==> src/rtl/sd_cmd_pkg.sv <==
// SD command-line shared constants: FSM encoding, frame widths, CRC7 polynomial and field positions.
// Pure declarations; no latency or backpressure.
package sd_cmd_pkg;

    localparam logic [2:0] ST_IDLE     = 3'd0;
    localparam logic [2:0] ST_RECV     = 3'd1;
    localparam logic [2:0] ST_CHECK    = 3'd2;
    localparam logic [2:0] ST_NOTIFY   = 3'd3;
    localparam logic [2:0] ST_WAIT_NCR = 3'd4;
    localparam logic [2:0] ST_SEND     = 3'd5;

    localparam logic [7:0] CMD_FRAME_W = 8'd48;
    localparam logic [7:0] R2_FRAME_W  = 8'd136;
    localparam logic [7:0] CRC_COVER_W = 8'd40;
    localparam logic [6:0] CRC7_POLY   = 7'h09;

    localparam int START_BIT = 47;
    localparam int TX_BIT    = 46;
    localparam int IDX_MSB   = 45;
    localparam int IDX_LSB   = 40;
    localparam int ARG_MSB   = 39;
    localparam int ARG_LSB   = 8;
    localparam int CRC_MSB   = 7;
    localparam int CRC_LSB   = 1;
    localparam int END_BIT   = 0;

endpackage

==> src/rtl/sd_crc7.sv <==
// Serial CRC7 (x^7+x^3+1), one bit per enabled cycle; clear alongside enable restarts from zero.
// Latency 1 cycle per bit; no backpressure.
module sd_crc7
    import sd_cmd_pkg::*;
(
    input  logic       sd_clock,
    input  logic       reset,
    input  logic       clear,
    input  logic       enable,
    input  logic       bit_in,
    output logic [6:0] crc
);

    logic [6:0] base;
    logic       feedback;
    logic [6:0] crc_next;

    always_comb begin
        base     = clear ? 7'h00 : crc;
        feedback = base[6] ^ bit_in;
        crc_next = {base[5:0], 1'b0} ^ (feedback ? CRC7_POLY : 7'h00);
    end

    always_ff @(posedge sd_clock or negedge reset) begin
        if (!reset) begin
            crc <= 7'h00;
        end else if (enable) begin
            crc <= crc_next;
        end else if (clear) begin
            crc <= 7'h00;
        end
    end

endmodule

==> src/rtl/sd_card_cmd_responder.sv <==
// Card-side CMD line: deframes/CRC-checks host commands (strobe 2 cycles after the last bit), then sends the response NCR+1 cycles after resp_ack.
// Command is held on cmd_strobe until card logic raises resp_valid; abort returns to IDLE at once.
module sd_card_cmd_responder
    import sd_cmd_pkg::*;
#(
    parameter int NCR = 2
) (
    input  logic         sd_clock,
    input  logic         reset,
    input  logic         abort,
    input  logic         cmd_in,
    output logic         cmd_out,
    output logic         cmd_oe,
    output logic         cmd_strobe,
    output logic [5:0]   cmd_index,
    output logic [31:0]  cmd_arg,
    output logic         crc_error,
    input  logic         resp_valid,
    input  logic         resp_none,
    input  logic         resp_long,
    input  logic [135:0] resp_data,
    output logic         resp_ack
);

    localparam logic [7:0] NCR_CNT = 8'(NCR);

    logic [2:0]   state;
    logic [7:0]   bit_cnt;
    logic [47:0]  rx_shift;
    logic [135:0] tx_shift;
    logic         tx_long;
    logic [6:0]   rx_crc;
    logic [6:0]   tx_crc;

    logic rx_start, rx_crc_en, rx_crc_clear;
    logic tx_crc_en, tx_crc_clear, tx_bit, frame_ok;
    logic [7:0] tx_total;

    always_comb begin
        rx_start     = !abort && state == ST_IDLE && !cmd_in;
        rx_crc_clear = state == ST_IDLE;
        rx_crc_en    = rx_start || (!abort && state == ST_RECV && bit_cnt < CRC_COVER_W);
        tx_crc_clear = state != ST_WAIT_NCR && state != ST_SEND;
        tx_crc_en    = !abort && ((state == ST_WAIT_NCR && bit_cnt == NCR_CNT) ||
                                   (state == ST_SEND && bit_cnt < CRC_COVER_W));
        tx_total     = tx_long ? R2_FRAME_W : CMD_FRAME_W;
        // Short responses switch from the payload to the generated CRC after 40 bits.
        tx_bit       = tx_shift[135];
        if (state == ST_SEND && !tx_long && bit_cnt == CRC_COVER_W) begin
            tx_bit = tx_crc[6];
        end
        frame_ok = !rx_shift[START_BIT] && rx_shift[TX_BIT] && rx_shift[END_BIT] &&
                   (rx_shift[CRC_MSB:CRC_LSB] == rx_crc);
    end

    sd_crc7 u_rx_crc (
        .sd_clock (sd_clock),
        .reset    (reset),
        .clear    (rx_crc_clear),
        .enable   (rx_crc_en),
        .bit_in   (cmd_in),
        .crc      (rx_crc)
    );

    sd_crc7 u_tx_crc (
        .sd_clock (sd_clock),
        .reset    (reset),
        .clear    (tx_crc_clear),
        .enable   (tx_crc_en),
        .bit_in   (tx_shift[135]),
        .crc      (tx_crc)
    );

    always_ff @(posedge sd_clock or negedge reset) begin
        if (!reset) begin
            state      <= ST_IDLE;
            bit_cnt    <= 8'd0;
            rx_shift   <= '0;
            tx_shift   <= '0;
            tx_long    <= 1'b0;
            cmd_out    <= 1'b1;
            cmd_oe     <= 1'b0;
            cmd_strobe <= 1'b0;
            cmd_index  <= 6'd0;
            cmd_arg    <= 32'd0;
            crc_error  <= 1'b0;
            resp_ack   <= 1'b0;
        end else begin
            crc_error <= 1'b0;
            resp_ack  <= 1'b0;
            if (abort) begin
                state      <= ST_IDLE;
                bit_cnt    <= 8'd0;
                cmd_oe     <= 1'b0;
                cmd_out    <= 1'b1;
                cmd_strobe <= 1'b0;
            end else begin
                case (state)
                    ST_IDLE: begin
                        if (!cmd_in) begin
                            rx_shift <= {rx_shift[46:0], cmd_in};
                            bit_cnt  <= 8'd1;
                            state    <= ST_RECV;
                        end
                    end
                    ST_RECV: begin
                        if (bit_cnt == CMD_FRAME_W) begin
                            state <= ST_CHECK;
                        end else begin
                            rx_shift <= {rx_shift[46:0], cmd_in};
                            bit_cnt  <= bit_cnt + 8'd1;
                        end
                    end
                    ST_CHECK: begin
                        if (frame_ok) begin
                            cmd_index  <= rx_shift[IDX_MSB:IDX_LSB];
                            cmd_arg    <= rx_shift[ARG_MSB:ARG_LSB];
                            cmd_strobe <= 1'b1;
                            state      <= ST_NOTIFY;
                        end else begin
                            crc_error <= 1'b1;
                            state     <= ST_IDLE;
                        end
                    end
                    ST_NOTIFY: begin
                        if (resp_valid) begin
                            resp_ack   <= 1'b1;
                            cmd_strobe <= 1'b0;
                            tx_long    <= resp_long;
                            tx_shift   <= resp_long ? resp_data : {resp_data[47:8], 96'd0};
                            bit_cnt    <= 8'd0;
                            state      <= resp_none ? ST_IDLE : ST_WAIT_NCR;
                        end
                    end
                    ST_WAIT_NCR: begin
                        if (bit_cnt == NCR_CNT) begin
                            cmd_oe   <= 1'b1;
                            cmd_out  <= tx_bit;
                            tx_shift <= {tx_shift[134:0], 1'b0};
                            bit_cnt  <= 8'd1;
                            state    <= ST_SEND;
                        end else begin
                            bit_cnt <= bit_cnt + 8'd1;
                        end
                    end
                    ST_SEND: begin
                        if (bit_cnt == tx_total) begin
                            cmd_oe  <= 1'b0;
                            cmd_out <= 1'b1;
                            state   <= ST_IDLE;
                        end else begin
                            cmd_out <= tx_bit;
                            if (!tx_long && bit_cnt == CRC_COVER_W) begin
                                tx_shift <= {tx_crc[5:0], 1'b1, 129'd0};
                            end else begin
                                tx_shift <= {tx_shift[134:0], 1'b0};
                            end
                            bit_cnt <= bit_cnt + 8'd1;
                        end
                    end
                    default: state <= ST_IDLE;
                endcase
            end
        end
    end

endmodule

==> config.mk <==
export PLATFORM = sky130hd
export DESIGN_NAME = sd_card_cmd_responder
export DESIGN_NICKNAME = d
export VERILOG_FILES = /design/src/rtl/sd_cmd_pkg.sv /design/src/rtl/sd_crc7.sv /design/src/rtl/sd_card_cmd_responder.sv
export SDC_FILE = /design/constraint.sdc
export NUM_CORES = 1
export LEC_CHECK = 0
export ABC_AREA = 1
export CAP_MARGIN = 20
export CELL_PAD_IN_SITES_DETAIL_PLACEMENT = 0
export CELL_PAD_IN_SITES_GLOBAL_PLACEMENT = 1
export CORE_UTILIZATION = 25
export DETAILED_ROUTE_END_ITERATION = 10
export GPL_TIMING_DRIVEN = 0
export PLACE_DENSITY_LB_ADDON = 0.08
export RECOVER_POWER = 25
export SLEW_MARGIN = 30
export SYNTH_ARGS = -nofsm -noshare
export SYNTH_HDL_FRONTEND = slang
export SYNTH_SLANG_ARGS = --single-unit
export TNS_END_PERCENT = 50
==> constraint.sdc <==
create_clock -name sd_clock -period 2.4 [get_ports sd_clock]
set_input_delay 0.36 -clock sd_clock [delete_from_list [all_inputs] [get_ports sd_clock]]
set_output_delay 0.36 -clock sd_clock [all_outputs]
set_load 0.02 [all_outputs]
==> results of run 1 <==
## final cells by class
class                   count  area share
clock buffers              45      0.0578
repair buffers            192       0.120
flip-flops and latches    253       0.389
clock inverters            10     0.00729
plain buffers             102      0.0294
inverters                  93      0.0214
diodes                      2    0.000307
well taps                 664      0.0510
multi-input cells        1239       0.324
## tightest hold or removal path, cell delays in order
cell             delay [ns]
clkdlybuf4s50_1        0.42
nand2_1                0.07
o21ai_0                0.08
## power by group through the flow
stage,sequential (mW),combinational (mW),clock [mW]
3_5_place_dp,6.38,5.32,0
6_report,6.33,5.30,5.01
5_1_grt,6.50,6.15,5.34
2_1_floorplan,6.22,3.56,0
3_3_place_gp,6.39,5.26,0
4_1_cts,6.33,5.34,5.20
## cell families after synthesis
| family | Yosys count |
|---|---|
| compound gates | 212 |
| simple gates | 1011 |
| flops | 253 |
| buf+inv | 195 |
| fa+ha+maj | 3 |
| xor+xnor | 13 |
## path summary, 6_finish.rpt
kind                                                  end  cells past startpoint                     start  slack (ns)
max in group asynchronous        tx_shift[72]$_DFFE_PN0P_                      3                     reset        0.57
worst min register to register   tx_shift[74]$_DFFE_PN0P_                      2  tx_shift[74]$_DFFE_PN0P_        0.48
worst max-delay path            tx_shift[108]$_DFFE_PN0P_                     12    bit_cnt[2]$_DFFE_PN0P_        0.21
min in group asynchronous          cmd_arg[7]$_DFFE_PN0P_                      2                     reset        0.60
worst max register to register  tx_shift[108]$_DFFE_PN0P_                     12    bit_cnt[2]$_DFFE_PN0P_        0.21
worst min-delay path              tx_shift[0]$_DFFE_PN0P_                      3              resp_data[0]        0.43
## cells in the final DEF, fill, tap and decap left out, drive strengths merged
cell type | Yosys | final
dfrtp | 252 | 252
nor2 | 76 | 76
o22ai | 2 | 2
xnor2 | 7 | 7
xor2 | 6 | 6
nand4 | 2 | 2
diode | 0 | 2
a21oi | 16 | 16
o21ai | 186 | 186
nor3 | 1 | 1
bufinv | 0 | 2
nand2 | 771 | 771
inv | 93 | 95
o211ai | 8 | 8
ha | 3 | 3
buf | 53 | 53
dlygate4sd3 | 0 | 1
clkbuf | 49 | 101
nand3 | 160 | 160
dfstp | 1 | 1
or2 | 1 | 1
clkdlybuf4s50 | 0 | 184
clkinv | 0 | 6
## metal layers
metal | routed length, um | GRT usage
met2 | 18800 | 0.261
met5 | 53 | 0
met1 | 20900 | 0.249
met4 | 912 | 0.0520
met3 | 1750 | 0.0286
## flip-flops by register name, indices dropped and copies added, names as in the netlist
signal,flops
u_rx_crc.crc,7
bit_cnt,8
cmd_out,1
u_tx_crc.crc,7
tx_shift,136
resp_ack,1
rx_shift,48
state,3
crc_error,1
cmd_strobe,1
cmd_index,6
cmd_arg,32
tx_long,1
cmd_oe,1
## per-stage QoR
| step | hold slack [ns] | std cells |
|---|---|---|
| finish | 0.432 | 2600 |
| CTS | 0.397 | 2595 |
| detailed placement | 0.394 | 2539 |
| floorplan | 0.0644 | 1687 |
| global route | 0.463 | 2598 |
| global placement | 0.463 | 2536 |
## timing repair
item                                   in CTS  in global routing
resized for setup                           4                 21
pin swaps                                   0                  1
endpoints found under the hold margin      63                  0
hold buffers                                1                  0
gates cloned                                0                  0
setup endpoints to repair                  93                180
setup buffers                               0                  3
==> results.md, run 1 <==
- Worst setup slack before clock tree synthesis: -0.436 ns
- Fraction of registers with async set/reset: 1.00
- Total number of vias: roughly 12,000
- Area of the core region: a little under 50,000 sq um
- Buffer cell driving the clock tree root: clkbuf_16
- Total leakage power: 7.95 nW
- Tightest Pin Transition: 1.08 ns
- Count of boundary I/O pins: 186
- Count of H-tree levels built during CTS: 2
- Unrepaired setup endpoints after global routing: false
- Fmax: ~0.46 GHz
- Crit-path leading delay family: simple AND/OR/NAND/NOR gates
- Final worst setup slack: 0.208 ns
- Worst-skew pair later-pin latency: between 0.5 and 0.6 ns
- Sequential Area: 6330 sq um
- GRT Resource Usage Total: 0.172
- Proportion of layout cells with a drive suffix above 1: 0.0641
- Syn nets: approximately 1,800
- P per Cell Area: roughly 1000 nW/um^2
- Wire length of the first global-routing pass: 67,300 um
- Area of the die: about 50,000 sq um
- Combined area of all synthesized cells: roughly 12,000 sq um
- Setup TNS after final layout: 0 ns
- Proportion of power drawn by combinational gates: 0.319
- # Max-Cap Violations: 0
- Area share of the leading cell type in the synthesized netlist: 0.509
- Total setup violations reported at the end of the flow: 0
- Net Switching: ~6.2 mW
- Count of input and output buffers: between 150 and 200
- Clock tree from TritonCTS: yes
- Clock tree skew after final layout: ~0.019 ns
- Nets: about 2,100
- Residual antenna-violating net count after detailed routing: 0
- Final cycle utilization of the critical path: 0.913
- Power share of the clock group: 0.301
- Detailed Route WL: 42,500 um
- Cell types with the largest area share after synthesis: dfrtp_1 (51%), nand2_1 (23%), o21ai_0 (7.3%)
- Layout Area Growth over Synthesis: 31.6%
- Required time of the worst setup path: about 2.9 ns
- Maximum buffer depth of the clock tree: 3
- Post-synthesis simple-gate area fraction: 0.324
- Wire length per cell after detailed routing: 16.3 um
- Starting Density: 0.253
- Adder-cell share of the synthesized area: 0.00303
- Fraction of synthesized cell area in xor and xnor cells: 0.00919
- Largest family of logic cells by synthesized area: simple AND/OR/NAND/NOR gates
- Cell row count: a little over 80
- Clock transition at path regs: about 0.06 ns
- Number of global-route vias before repair: 11,500
- CP max-delay cell: dfrtp_1
- Result of the run: finished clean
- Synthesis Warnings: 0
- Largest area contributor in the synthesized netlist: dfrtp_1
- Total chip power: ~17 mW
- Initial antenna violation count: 5
- Die height: 225 um
- Total congestion overflow after global routing: 0
- Per-cell via count in the routed design: between 4 and 5
- Synthesized netlist cell count: 1,687
- Tightest slew margin relative to the limit: 0.279
- Buf/Inv on CP: 4
- Nature of the critical path endpoint: flop
- Number of flops mapped to enable cells by yosys: 0
- HPWL Detailed: ~30,000 um
- TritonRoute pass-1 iters: 5
- Compound-Gate Fraction of Synth Area: 0.0875
- Category of the most critical setup path: reg -> reg
- Pins over their slew limit: 0
- Number of remaining DRC errors: 0
- Placed instance area: around 15,000 sq um
- Multi-input logic area: 5280 sq um
- Internal portion of total power: between 10 and 15 mW
- Peak fanout along the critical path: 10
- Filler Cell Count: 5,324
- Path category of the worst min-delay check: in -> reg
- Final core utilization: 0.333
- Min Clock Period, post-route: about 2.2 ns
- Arrival time of the worst setup path: 2.66 ns
- Number of clock sinks: roughly 250
- Sequential cell fraction of total power: 0.381
- Cells along the critical path: buf_2, nor2_1, nand2_1, nor2_1, nor2_1, nor2_1, nand2_1, inv_2, buf_4, buf_4, nand2_1, nand2_1
- Share of synthesized area spent on multiplexers: 0
- Most common flop cell mapped by yosys: dfrtp_1
- Die X-Extent: approximately 220 um
- Final hold vios: 0
- Top-count cell post-synth: nand2_1
- Number of distinct library cell variants in the gate-level netlist after synthesis: 24
- Design area: 16,300 sq um
- Portion of the post-synthesis area used by sequential elements: 0.511
- Average footprint of a synthesized cell: approximately 7.3 sq um
- Register bit total from synthesis: roughly 250
- RePlAce Congestion: slightly below 0.8
- Commonest cells in the netlist: nand2_1 (771), dfrtp_1 (252), o21ai_0 (180), nand3_1 (160), inv_1 (88)
- Peak supply drop: approximately 0.46 mV
- Max stage delay on crit path: approximately 0.35 ns
- Detailed router's first-iteration violation count: between 600 and 700
- Crit start category: flop
- Pin count of the biggest net entering global routing: about 70
- Total clock buffers created by CTS: 34
- Proportion of total power due to net switching: 0.374
No activity file was read; power rests on OpenSTA's default activity.
==> run 2, diff against run 1 <==
--- a/config.mk
+++ b/config.mk
@@ -14,6 +14,7 @@
 export GPL_TIMING_DRIVEN = 0
 export PLACE_DENSITY_LB_ADDON = 0.08
 export RECOVER_POWER = 25
+export SKIP_LAST_GASP = 1
 export SLEW_MARGIN = 30
 export SYNTH_ARGS = -nofsm -noshare
 export SYNTH_HDL_FRONTEND = slang
==> run 2 against run 1 <==
Global-route usage is essentially flat. Non-clock buffer count is the same. First-iteration DRC count shrank 0.31%. Fmax shrank 1.6%. Worst setup slack lost 0.036 ns. Register-to-register slack lost 0.04 ns. Clock skew is essentially flat. Highest routed layer unchanged. Largest cell class unchanged. Via count grew 0.41%. Critical path depth shrank 1.
==> results.md, run 2 (same netlist as run 1, synthesis figures left out) <==
- Filler Cell Count: 5,324 (unchanged)
- Category of the most critical setup path: reg -> reg (unchanged)
- Crit start category: flop (unchanged)
- TritonRoute pass-1 iters: 7 (was 5)
- Die height: 225 um (unchanged)
- Tightest slew margin relative to the limit: 0.281 (was 0.279)
- Pin count of the biggest net entering global routing: 69 (unchanged)
- Total leakage power: 7.95 nW (about the same)
- Peak supply drop: 0.459 mV (about the same)
- Clock transition at path regs: 0.06 ns (about the same)
- Total number of vias: 11,600 (was 11,500)
- P per Cell Area: 1020 nW/um^2 (about the same)
- Layout Area Growth over Synthesis: 31.4% (was 31.6%)
- Fmax: 0.449 GHz (was 0.456 GHz)
- Cell row count: 81 (unchanged)
- Die X-Extent: 225 um (unchanged)
- Tightest Pin Transition: 1.08 ns (about the same)
- Critical register-to-register path startpoint: bit_cnt[0]$_DFFE_PN0P_ (was bit_cnt[2]$_DFFE_PN0P_)
- Nature of the critical path endpoint: flop (unchanged)
- Number of remaining DRC errors: 0 (unchanged)
- Worst setup startpoint: bit_cnt[0]$_DFFE_PN0P_ (was bit_cnt[2]$_DFFE_PN0P_)
- Proportion of layout cells with a drive suffix above 1: 0.0636 (was 0.0641)
- Reg-to-reg endpoint: rx_shift[17]$_DFFE_PN0P_ (was tx_shift[108]$_DFFE_PN0P_)
- Crit-path leading delay family: buffers and inverters (was simple AND/OR/NAND/NOR gates)
- Smallest hold slack: 0.431 ns (was 0.432 ns)
- Wire length of the first global-routing pass: 67,200 um (was 67,300 um)
- Largest registers ranked by flip-flop count: tx_shift: 136 flops, rx_shift: 48 flops, cmd_arg: 32 flops (unchanged)
- Per-cell via count in the routed design: 4.45 (was 4.43)
- Result of the run: finished clean (unchanged)
- Clock tree from TritonCTS: yes (unchanged)
- Path category of the worst min-delay check: in -> reg (unchanged)
- Residual antenna-violating net count after detailed routing: 0 (unchanged)
- Max stage delay on crit path: 0.41 ns (was 0.35 ns)
- Peak fanout along the critical path: 10 (unchanged)
- Count of boundary I/O pins: 186 (unchanged)
- Buf/Inv on CP: 4 (unchanged)
- Unrepaired setup endpoints after global routing: true (was false)
- Design area: 16,300 sq um (about the same)
- Area of the die: 50,400 sq um (unchanged)
- Nets: 2,061 (unchanged)
- Worst-skew pair later-pin latency: 0.55 ns (about the same)
- Pins over their slew limit: 0 (unchanged)
- Number of clock sinks: 253 (unchanged)
- Cells along the critical path: inv_1, ha_1, inv_1, nor2_1, nand3_1, nand2_1, nand2_1, buf_2, buf_2, nand2_1, o21ai_0 (was buf_2, nor2_1, nand2_1, nor2_1, nor2_1, nor2_1, nand2_1, inv_2, buf_4, buf_4, nand2_1, nand2_1)
- Total setup violations reported at the end of the flow: 0 (unchanged)
- Most frequent cells in the layout: nand2_1 (771), dfrtp_1 (251), clkdlybuf4s50_1 (184), o21ai_0 (180), nand3_1 (158) (was nand2_1 (770), dfrtp_1 (251), clkdlybuf4s50_1 (184), o21ai_0 (180), nand3_1 (158))
- Register ranked first by flip-flop count: tx_shift (unchanged)
- Commonest non-fill, non-tap cell in the layout: nand2_1 (unchanged)
- Largest register FFs: 136 (unchanged)
- Detailed router's first-iteration violation count: 648 (was 650)
- Worst Reg-to-Reg Cells: 11 (was 12)
- Maximum buffer depth of the clock tree: 3 (unchanged)
- Initial antenna violation count: 5 (unchanged)
- # Max-Cap Violations: 0 (unchanged)
- Total congestion overflow after global routing: 0 (unchanged)
- Setup TNS after final layout: 0 ns (unchanged)
- Arrival time of the worst setup path: 2.68 ns (was 2.66 ns)
- Total clock buffers created by CTS: 34 (unchanged)
- Placed instance area: 15,200 sq um (unchanged)
- Cell seen most often among critical-path stages: nand2_1
- FF-to-FF setup slack: 0.17 ns (was 0.21 ns)
- CP endpoint: rx_shift[17]$_DFFE_PN0P_ (was tx_shift[108]$_DFFE_PN0P_)
- Final cycle utilization of the critical path: 0.928 (was 0.913)
- Clock tree skew after final layout: 0.0188 ns (was 0.0186 ns)
- Critical Path Stages: 11 (was 12)
- Wire length per cell after detailed routing: 16.3 um (about the same)
- Multi-input logic area: 5280 sq um (about the same)
- Total chip power: 16.6 mW (about the same)
- Final hold vios: 0 (unchanged)
- Count of input and output buffers: 185 (unchanged)
- Detailed Route WL: 42,400 um (was 42,500 um)
- Area of the core region: 49,000 sq um (unchanged)
- Buffer cell driving the clock tree root: clkbuf_16 (unchanged)
- Number of global-route vias before repair: 11,500 (about the same)
- Required time of the worst setup path: 2.85 ns (was 2.87 ns)
- Min Clock Period, post-route: 2.23 ns (was 2.19 ns)
- HPWL Detailed: 30,200 um (unchanged)
- GRT Resource Usage Total: 0.172 (about the same)
- Sequential Area: 6330 sq um (unchanged)
- RePlAce Congestion: 0.785 (unchanged)
- CP max-delay cell: dfrtp_1 (unchanged)
- Number of cells on the worst hold path: 3 (unchanged)
- Starting Density: 0.253 (unchanged)
- Count of H-tree levels built during CTS: 2 (unchanged)
-- run 2: what timing repair did --
action	4_1_cts	5_1_grt
hold endpoints to repair	63	0
gates resized for setup	2	20
buffers inserted	0	3
hold buffers	1	0
pin swaps	0	1
setup endpoints to repair	93	181
-- run 2: worst min path at each step --
stage | startpoint | slack (ns) | end
detailed placement | reset | 0.39 | crc_error$_DFF_PN0_
global placement | tx_shift[43]$_DFFE_PN0P_ | 0.46 | tx_shift[43]$_DFFE_PN0P_
finish | resp_data[0] | 0.43 | tx_shift[0]$_DFFE_PN0P_
global route | resp_data[53] | 0.46 | tx_shift[53]$_DFFE_PN0P_
CTS | reset | 0.40 | crc_error$_DFF_PN0_
floorplan | reset | 0.06 | bit_cnt[0]$_DFFE_PN0P_
-- run 2: power breakdown --
part | switching [mW] | internal, mW | leakage (nW)
Sequential | 0.738 | 5.60 | 3.35
Combinational | 3.44 | 1.85 | 4.07
Clock | 2.04 | 2.97 | 0.526
-- run 2: cell type report --
cell class                      instances  area share
Antenna cell                            1    0.000154
Buffer                                102      0.0290
Clock buffer                           45      0.0579
Clock inverter                         10     0.00730
Inverter                               93      0.0214
Multi-Input combinational cell       1239       0.324
Sequential cell                       253       0.389
Tap cell                              664      0.0510
Timing Repair Buffer                  192       0.120
-- run 2: stage by stage --
step / util / cells / setup WS, ns
2_1_floorplan: - / 1687 / 0.669
3_3_place_gp: 0.308 / 2536 / -11.61
3_5_place_dp: 0.310 / 2539 / -0.436
4_1_cts: 0.332 / 2595 / -0.0101
5_1_grt: 0.333 / 2598 / -0.0450
6_report: 0.333 / 2599 / 0.172
-- run 2: worst min-delay path, cell delays in order --
cell and delay, ns:
clkdlybuf4s50_1 0.42, nand2_1 0.07, o21ai_0 0.08
-- run 2: routing by layer --
layer | share of wire | track usage | vias to the layer above
met4 | 0.022 | 0.0520 | 10
met3 | 0.041 | 0.0286 | 62
met2 | 0.44 | 0.261 | 215
met5 | 0.0015 | 0 | -
met1 | 0.49 | 0.249 | 5500
li1 | - | - | 5785
==> RTL change (settings of run 1) <==
`CRC_MSB`: 7 -> 8.
--- a/src/rtl/sd_cmd_pkg.sv
+++ b/src/rtl/sd_cmd_pkg.sv
@@ -21,5 +21,5 @@
     localparam int ARG_MSB   = 39;
     localparam int ARG_LSB   = 8;
-    localparam int CRC_MSB   = 7;
+    localparam int CRC_MSB   = 8;
     localparam int CRC_LSB   = 1;
     localparam int END_BIT   = 0;
Check against the original RTL: same outputs for any inputs over 4 cycles, from zero or initial values and one cycle with reset low; that may be too few to reach the edited logic, so the function may still have changed.
==> RTL change against run 1 <==
The run now ends with max-capacitance violations, max-slew violations left. First-iteration DRC count up 16%. Count of clock-buffer cells in the layout up 5. Worst hold slack worse by 0.021 ns. Wire length up 0.59%. Synthesized area up 3.2%. Final cell count up 4.0%. Final area up 2.4%. Sequential share of layout area down 0.93 points. Power up 3.0%. Worst setup slack worse by 0.046 ns. Sequential cell count unchanged. Critical endpoint is now tx_shift[103]. Largest power group unchanged.
==> RTL change: results (changes against run 1) <==
- Outcome: finished, violations left
- Failing checks: max-capacitance violations, max-slew violations
- Fin nets: 2156 (+4.6%)
- Wire per inst: 15.8 microns (-3.3%)
- CP peak stage delay: 0.47 ns (+0.12 ns)
- GR Util met1: 22.7% (-2.2 points)
- Number of non-clock buffers: 296 (+0.68%)
- Main area contributors after synthesis: dfrtp_1 49%, nand2_1 23%, nand3_1 6.6%
- ANT cells: 0 (-2)
- Buffering overhead: 14.9% (-0.084 points)
- Power Clock: 4.91 mW (-2%)
- Max transition margin: -14.4% (-42 points)
- Share of layout cells above drive strength 1: 6.94% (+0.52 points)
- Routed wl met2: 19600 microns (+4.5%)
- First-pass GRT wire length: 68600 microns (+2.0%)
- IO Port Bufs: 184 (-0.54%)
- Unique cell type count in the Yosys netlist: 26 (+8.3%)
- DP Worst Slack: -0.721 ns (-0.286 ns)
- Leakage power: 8.34 nW (+4.9%)
- Clock tree cell share of total cell area: 6.29% (-0.22 points)
- Mapped Nets: 1932 (+5.4%)
- Area occupied by multi-input gates: 5430 sq um (+2.9%)
- Most frequent cells after synthesis: 784 x nand2_1, 252 x dfrtp_1, 168 x nand3_1
- Max Cap Violations: 1 (+1)
- GR Util met3: 2.45% (-0.41 points)
- Multi-input combinational area share: 32.5% (+0.14 points)
- Total track usage: 16.6% (-0.57 points)
- Slew Viols, Final: 64 (+64)
[RTL change: cell types whose count changed after synthesis, sizes merged, moves of 8 or more]
cell	before	now
nand3	160	168
o21ai	186	152
buf	53	65
nand2	771	784
inv	93	146
nor2	76	103
a21oi	16	30
[RTL change: logic make-up after synthesis]
| group | Yosys count |
|---|---|
| AOI/OAI and AO/OA | 191 |
| and+or+nand+nor | 1076 |
| adders and majority gates | 3 |
| buffers and inverters | 255 |
| xor gates and xnor gates | 8 |
| DFF | 253 |
[RTL change: path summary, 6_finish.rpt]
kind	cells past startpoint	endpoint	slack, ns	from
min in group asynchronous	2	bit_cnt[3]	0.81	reset
setup / recovery	9	tx_shift[103]	0.16	state[2]
hold reg to reg	2	tx_shift[86]	0.47	tx_shift[86]
max in group asynchronous	3	tx_shift[117]	0.41	reset
hold / removal	4	crc_error	0.41	abort
setup reg to reg	9	tx_shift[103]	0.16	state[2]
